[config.mk]
export PLATFORM = sky130hd
export DESIGN_NAME = clk_div_monitor
export DESIGN_NICKNAME = d
export VERILOG_FILES = /design/src/rtl/clk_div_pkg.sv /design/src/rtl/clk_edge_sync.sv /design/src/rtl/clk_div_monitor.sv
export SDC_FILE = /design/constraint.sdc
export NUM_CORES = 1
export LEC_CHECK = 0
export CAP_MARGIN = 20
export CORE_MARGIN = 2
export CORE_UTILIZATION = 50
export CTS_BUF_LIST = sky130_fd_sc_hd__clkbuf_4 sky130_fd_sc_hd__clkbuf_8 sky130_fd_sc_hd__clkbuf_16
export CTS_CLUSTER_SIZE = 8
export DETAILED_ROUTE_END_ITERATION = 7
export PLACE_DENSITY_LB_ADDON = 0.3
export RECOVER_POWER = 50
export SYNTH_ARGS = -nofsm -noshare
export SYNTH_HDL_FRONTEND = slang
export SYNTH_SLANG_ARGS = --single-unit
export TNS_END_PERCENT = 100
[constraint.sdc]
create_clock -name clk_i -period 8.6 [get_ports clk_i]
set_clock_uncertainty 0.2 [all_clocks]
set_input_delay 1.72 -clock clk_i [delete_from_list [all_inputs] [get_ports clk_i]]
set_output_delay 1.72 -clock clk_i [all_outputs]
set_load 0.02 [all_outputs]
[src/rtl/clk_div_pkg.sv]
// rtl/clk_div_pkg.sv - shared state enum and default parameters for clk_div_monitor
package clk_div_pkg;

  typedef enum logic [1:0] {
    IDLE = 2'd0,
    MEAS = 2'd1,
    LOST = 2'd2
  } mon_state_e;

  localparam int unsigned CNT_W_DEF       = 32;
  localparam int unsigned SYNC_STAGES_DEF = 2;
  localparam int unsigned TIMEOUT_DEF     = 32'd1000000;
  localparam int unsigned LOCK_CNT_DEF    = 4;
  localparam int unsigned TOL_DEF         = 0;

endpackage

[src/rtl/clk_edge_sync.sv]
// rtl/clk_edge_sync.sv - synchronizer chain plus previous-value register, emits rise/fall strobes
module clk_edge_sync #(
  parameter int unsigned SYNC_STAGES = 2
) (
  input  logic clk_i,
  input  logic rst,
  input  logic sig_i,
  output logic rise_o,
  output logic fall_o
);

  logic [SYNC_STAGES-1:0] sync_q;
  logic                   prev_q;

  always_ff @(posedge clk_i) begin
    if (rst) begin
      sync_q <= '0;
      prev_q <= 1'b0;
    end else begin
      sync_q <= {sync_q[SYNC_STAGES-2:0], sig_i};
      prev_q <= sync_q[SYNC_STAGES-1];
    end
  end

  assign rise_o = sync_q[SYNC_STAGES-1] & ~prev_q;
  assign fall_o = ~sync_q[SYNC_STAGES-1] & prev_q;

endmodule

[src/rtl/clk_div_monitor.sv]
// rtl/clk_div_monitor.sv - period/high-time measurement, lock and loss detection of a slow clock
// High-time logic is built only when CLK_DIV_MON_DUTY_EN is defined; otherwise high_o is 0.
module clk_div_monitor
  import clk_div_pkg::*;
#(
  parameter int unsigned CNT_W       = CNT_W_DEF,
  parameter int unsigned SYNC_STAGES = SYNC_STAGES_DEF,
  parameter int unsigned TIMEOUT     = TIMEOUT_DEF,
  parameter int unsigned LOCK_CNT    = LOCK_CNT_DEF,
  parameter int unsigned TOL         = TOL_DEF
) (
  input  logic             clk_i,
  input  logic             rst,
  input  logic             clk_in,
  output logic [CNT_W-1:0] period_o,
  output logic [CNT_W-1:0] high_o,
  output logic             valid_o,
  output logic             locked_o,
  output logic             lost_o
);

  localparam int unsigned       MW       = $clog2(LOCK_CNT + 1);
  localparam logic [MW-1:0]     LOCK_MAX = MW'(LOCK_CNT);
  localparam logic [CNT_W-1:0]  TO_LAST  = CNT_W'(TIMEOUT - 1);
  localparam logic [CNT_W:0]    TOL_W    = (CNT_W + 1)'(TOL);

  logic rise;
  logic fall;

  clk_edge_sync #(
    .SYNC_STAGES(SYNC_STAGES)
  ) u_edge (
    .clk_i (clk_i),
    .rst   (rst),
    .sig_i (clk_in),
    .rise_o(rise),
    .fall_o(fall)
  );

  mon_state_e       state_q, state_d;
  logic [CNT_W-1:0] cnt_q, cnt_d;
  logic [CNT_W-1:0] period_q, period_d;
  logic [MW-1:0]    match_q, match_d;
  logic             valid_q, valid_d;
  logic             locked_q, locked_d;

  // meas is the length ending at this cycle; a saturated counter reports all-ones.
  logic [CNT_W-1:0] meas;
  logic [CNT_W:0]   diff;
  logic [CNT_W:0]   abs_diff;
  logic             timeout;
  logic             match;

  assign meas     = (&cnt_q) ? cnt_q : cnt_q + 1'b1;
  assign cnt_d    = rise ? '0 : meas;
  assign timeout  = (cnt_q == TO_LAST);
  assign diff     = {1'b0, meas} - {1'b0, period_q};
  assign abs_diff = diff[CNT_W] ? (~diff + 1'b1) : diff;
  assign match    = (abs_diff <= TOL_W);

  always_comb begin
    state_d  = state_q;
    period_d = period_q;
    match_d  = match_q;
    valid_d  = 1'b0;
    locked_d = locked_q;
    case (state_q)
      IDLE: begin
        if (rise) begin
          state_d = MEAS;
        end else if (timeout) begin
          state_d  = LOST;
          match_d  = '0;
          locked_d = 1'b0;
        end
      end
      MEAS: begin
        if (rise) begin
          valid_d  = 1'b1;
          period_d = meas;
          if (match) begin
            if (match_q != LOCK_MAX) begin
              match_d = match_q + 1'b1;
            end
            locked_d = (match_d == LOCK_MAX);
          end else begin
            match_d  = '0;
            locked_d = 1'b0;
          end
        end else if (timeout) begin
          state_d  = LOST;
          match_d  = '0;
          locked_d = 1'b0;
        end
      end
      LOST: begin
        match_d  = '0;
        locked_d = 1'b0;
        if (rise) begin
          state_d = MEAS;
        end
      end
      default: begin
        state_d = IDLE;
      end
    endcase
  end

  always_ff @(posedge clk_i) begin
    if (rst) begin
      state_q  <= IDLE;
      cnt_q    <= '0;
      period_q <= '0;
      match_q  <= '0;
      valid_q  <= 1'b0;
      locked_q <= 1'b0;
    end else begin
      state_q  <= state_d;
      cnt_q    <= cnt_d;
      period_q <= period_d;
      match_q  <= match_d;
      valid_q  <= valid_d;
      locked_q <= locked_d;
    end
  end

`ifdef CLK_DIV_MON_DUTY_EN
  logic [CNT_W-1:0] high_q;

  always_ff @(posedge clk_i) begin
    if (rst) begin
      high_q <= '0;
    end else if (state_q == MEAS && fall) begin
      high_q <= meas;
    end
  end

  assign high_o = high_q;
`else
  logic unused_fall;
  assign unused_fall = fall;
  assign high_o      = '0;
`endif

  assign period_o = period_q;
  assign valid_o  = valid_q;
  assign locked_o = locked_q;
  assign lost_o   = (state_q == LOST);

endmodule

==> impl_metrics.py <==
metrics = {
    "sta": {
        "relSlewSlack_pct": -42.9,
        "rsz0062_at_grt": "no",
        "tightest_slew_ns": 2.14,
        "slew_viol_final": 44,
        "fin_tns_setup_ns": 0,
        "period_share_pct": 83.3,
        "setup_viol": 0,
        "finalHoldViolations": 0,
        "fmax_mhz": 140,
        "min_period_ns": 7.17,
    },
    "route": {
        "firstDrtPassIters": 8,
        "viasPerCell": 5.94,
        "drtIter0Drc": 545,
        "wire_per_inst_um": 16.3,
        "ant_nets": 0,
        "wl_um": 18800,
        "num_vias": 6833,
        "remaining_drc_errors": 0,
    },
    "floorplanning": {
        "dieHeight_um": 122,
        "die-area_um2": 14800,
        "start_util_pct": 50.6,
        "core_um2": 13700,
        "die_w_um": 122,
        "rows": 43,
        "io_pins": 70,
    },
    "critical_path": {
        "cp_slowest_cell": "or4_4",
        "cp_max_fo": 6,
        "r2r_cells": 26,
        "cp_common_cell": "nand2_1",
        "critical_path_class": "reg -> reg",
        "required_ns": 8.65,
        "cp.arrival_ns": 7.22,
        "r2r_end": "locked_o",
        "crit_start": "cnt_q[0]",
        "endpoint_kind": "flip-flop",
        "setup.worst_path.start_class": "flip-flop",
        "r2r_slack_ns": 1.43,
        "worstReg2RegStart": "cnt_q[0]",
        "cpPeakStageDelay_ns": 0.58,
    },
    "global_routing": {
        "antenna_found_initial": 0,
        "grt_pass1_wl_um": 30100,
        "grt_max_degree": 64,
        "overflow": 0,
        "grt_pass1_vias": 6028,
        "grt_use_total_pct": 25.3,
    },
    "cells_and_area": {
        "utilization_pct": 55.3,
        "final_nets": 1008,
        "n_antenna_cell": 0,
        "syn2layout_area_growth_pct": 9.49,
        "drive_gt1_share_pct": 5.77,
        "fin_area_um2": 7590,
    },
    "clocking": {
        "post-cts-setup-buffers": 0,
        "clk_latency_ns": 0.35,
        "cts.root.buffer_cell": "clkbuf_16",
        "htree_levels": 3,
        "cts.sinks": 74,
        "cts.repair.resized": 0,
        "tritoncts": "yes",
        "cts_buffers": 9,
        "postCtsHoldBufs": 0,
        "clkSlewWorstSetupHoldPaths_ns": 0.06,
        "clock_path_buffers": 2,
    },
    "logic_synthesis": {
        "synth-seq-cells": 74,
        "synth_edf_count": 0,
        "seq_area_frac_synth_pct": 21.4,
        "synthArstFlopShare_pct": 0,
        "syn_inst": 952,
        "synth_ff_type": "dfxtp_1",
        "syn_area_per_cell_um2": 7.29,
        "syn-cell-area_um2": 6940,
        "synth_cell_types": 91,
        "yosys_warnings": 0,
    },
    "place": {
        "dp_hpwl_um": 14400,
        "gp_congestion": 0.913,
        "place_area_um2": 7230,
        "numPortBuffers": 37,
    },
    "hold_path": {
        "hold_class": "reg -> reg",
        "min_delay_path_depth": 1,
        "whs_endpoint": "u_edge.sync_q[1]",
        "worstHoldStart": "u_edge.sync_q[0]",
    },
    "pwr": {
        "p_clk_share_pct": 35.5,
        "combPwrFrac_pct": 36.3,
        "irDropWorstVdd_v": 0.000146,
        "p_per_area_nw_per_um2": 163,
        "p_switching_uw": 448,
        "p_int_uw": 793,
        "p_sw_share_pct": 36.1,
        "p_leak_nw": 3.26,
        "sequentialPowerShare_pct": 28.2,
    },
    "status": {
        "violations": "capacitance limit, slew limit",
        "outcome": "finished with violations",
    },
    "flow_run": {
        "maxCapViolations": 1,
    },
}
[logic make-up after synthesis]
group,after synthesis,synth area share (%)
AND/OR/NAND/NOR,384,28.0
AO/OA/AOI/OAI,243,24.5
buffers and inverters,144,10.3
flip-flops,74,21.4
XOR/XNOR,59,7.45
adder cells (fa/ha/maj),40,7.32
multiplexers,7,1.05
other,1,0.0541
[cells in the final DEF (no fill, tap or decap), types with 19 or more instances in the layout]
cell type,count
o21ai_0,34
xor2_1,32
nand3_1,22
a21oi_1,49
xnor2_1,27
dfxtp_1,74
inv_1,74
nand2_1,76
ha_1,39
nand4_1,23
nor2_1,138
dlygate4sd3_1,19
nor3_1,19
conb_1,32
a211oi_1,36
[final cells by class]
cell class	instances	area [um^2]
Timing Repair Buffer	41	405
Inverter	74	278
Fill cell	1308	6130
Clock inverter	6	115
Tap cell	180	225
Clock buffer	10	233
Multi-Input combinational cell	765	4860
Sequential cell	74	1480
[worst max-delay path by stage]
stage	end	cells after the start
after floorplan	locked_o	25
after global placement	locked_o	24
after detailed placement	locked_o	24
after CTS	locked_o	26
after global routing	match_q[0]	24
final	locked_o	26
[state kept, by name (all words and copies together), names as in the netlist]
signal	cells
u_edge.sync_q	2
locked_o	1
u_edge.prev_q	1
period_o	32
cnt_q	32
state_q	2
valid_o	1
match_q	3
[power groups by stage]
stage / Sequential, mW / Clock, mW / Combinational [mW]
detailed placement: 0.357 / 0 / 0.436
CTS: 0.350 / 0.447 / 0.438
global route: 0.350 / 0.461 / 0.489
floorplan: 0.359 / 0 / 0.358
global placement: 0.357 / 0 / 0.440
finish: 0.350 / 0.441 / 0.451
[critical path: cells and delay by family, from the launching register on]
family                   cells  cell delay [ns]
AO/OA/AOI/OAI                5             1.58
XOR/XNOR                     2             0.45
adder cells (fa/ha/maj)      2             0.58
buffers and inverters        1             0.08
flip-flops                   1             0.33
AND/OR/NAND/NOR             16             3.87
[layer usage]
metal | part of all wire (%) | GRT usage, % | up-vias
li1 | - | - | 3387
met1 | 47 | 35.3 | 3141
met2 | 43 | 37.8 | 256
met3 | 6.2 | 3.93 | 49
met4 | 4.2 | 12.9 | 0
met5 | 0 | 0 | -
[synthesized netlist by cell type (all sizes together) (20+ instances only)]
cell	count	area share, %
a211oi	38	4.3
a21oi	53	4.0
buf	41	4.5
clkbuf	29	1.8
dfxtp	74	21
ha	39	7.0
inv	74	4.0
nand2	76	4.1
nand3	22	1.6
nand4	25	2.4
nor2	138	7.5
nor3	20	1.5
o21ai	45	3.2
xnor2	27	3.4
xor2	32	4.0
[stage by stage]
stage,worst slack (ns),hold WS (ns),power [mW],instances
floorplan,2.29,0.214,0.717,983
global placement,1.74,0.220,0.797,1133
detailed placement,1.57,0.231,0.793,1133
CTS,1.53,0.246,1.23,1149
global route,0.829,0.255,1.30,1150
finish,1.43,0.239,1.24,1150
No activity file was read; power rests on OpenSTA's default activity.
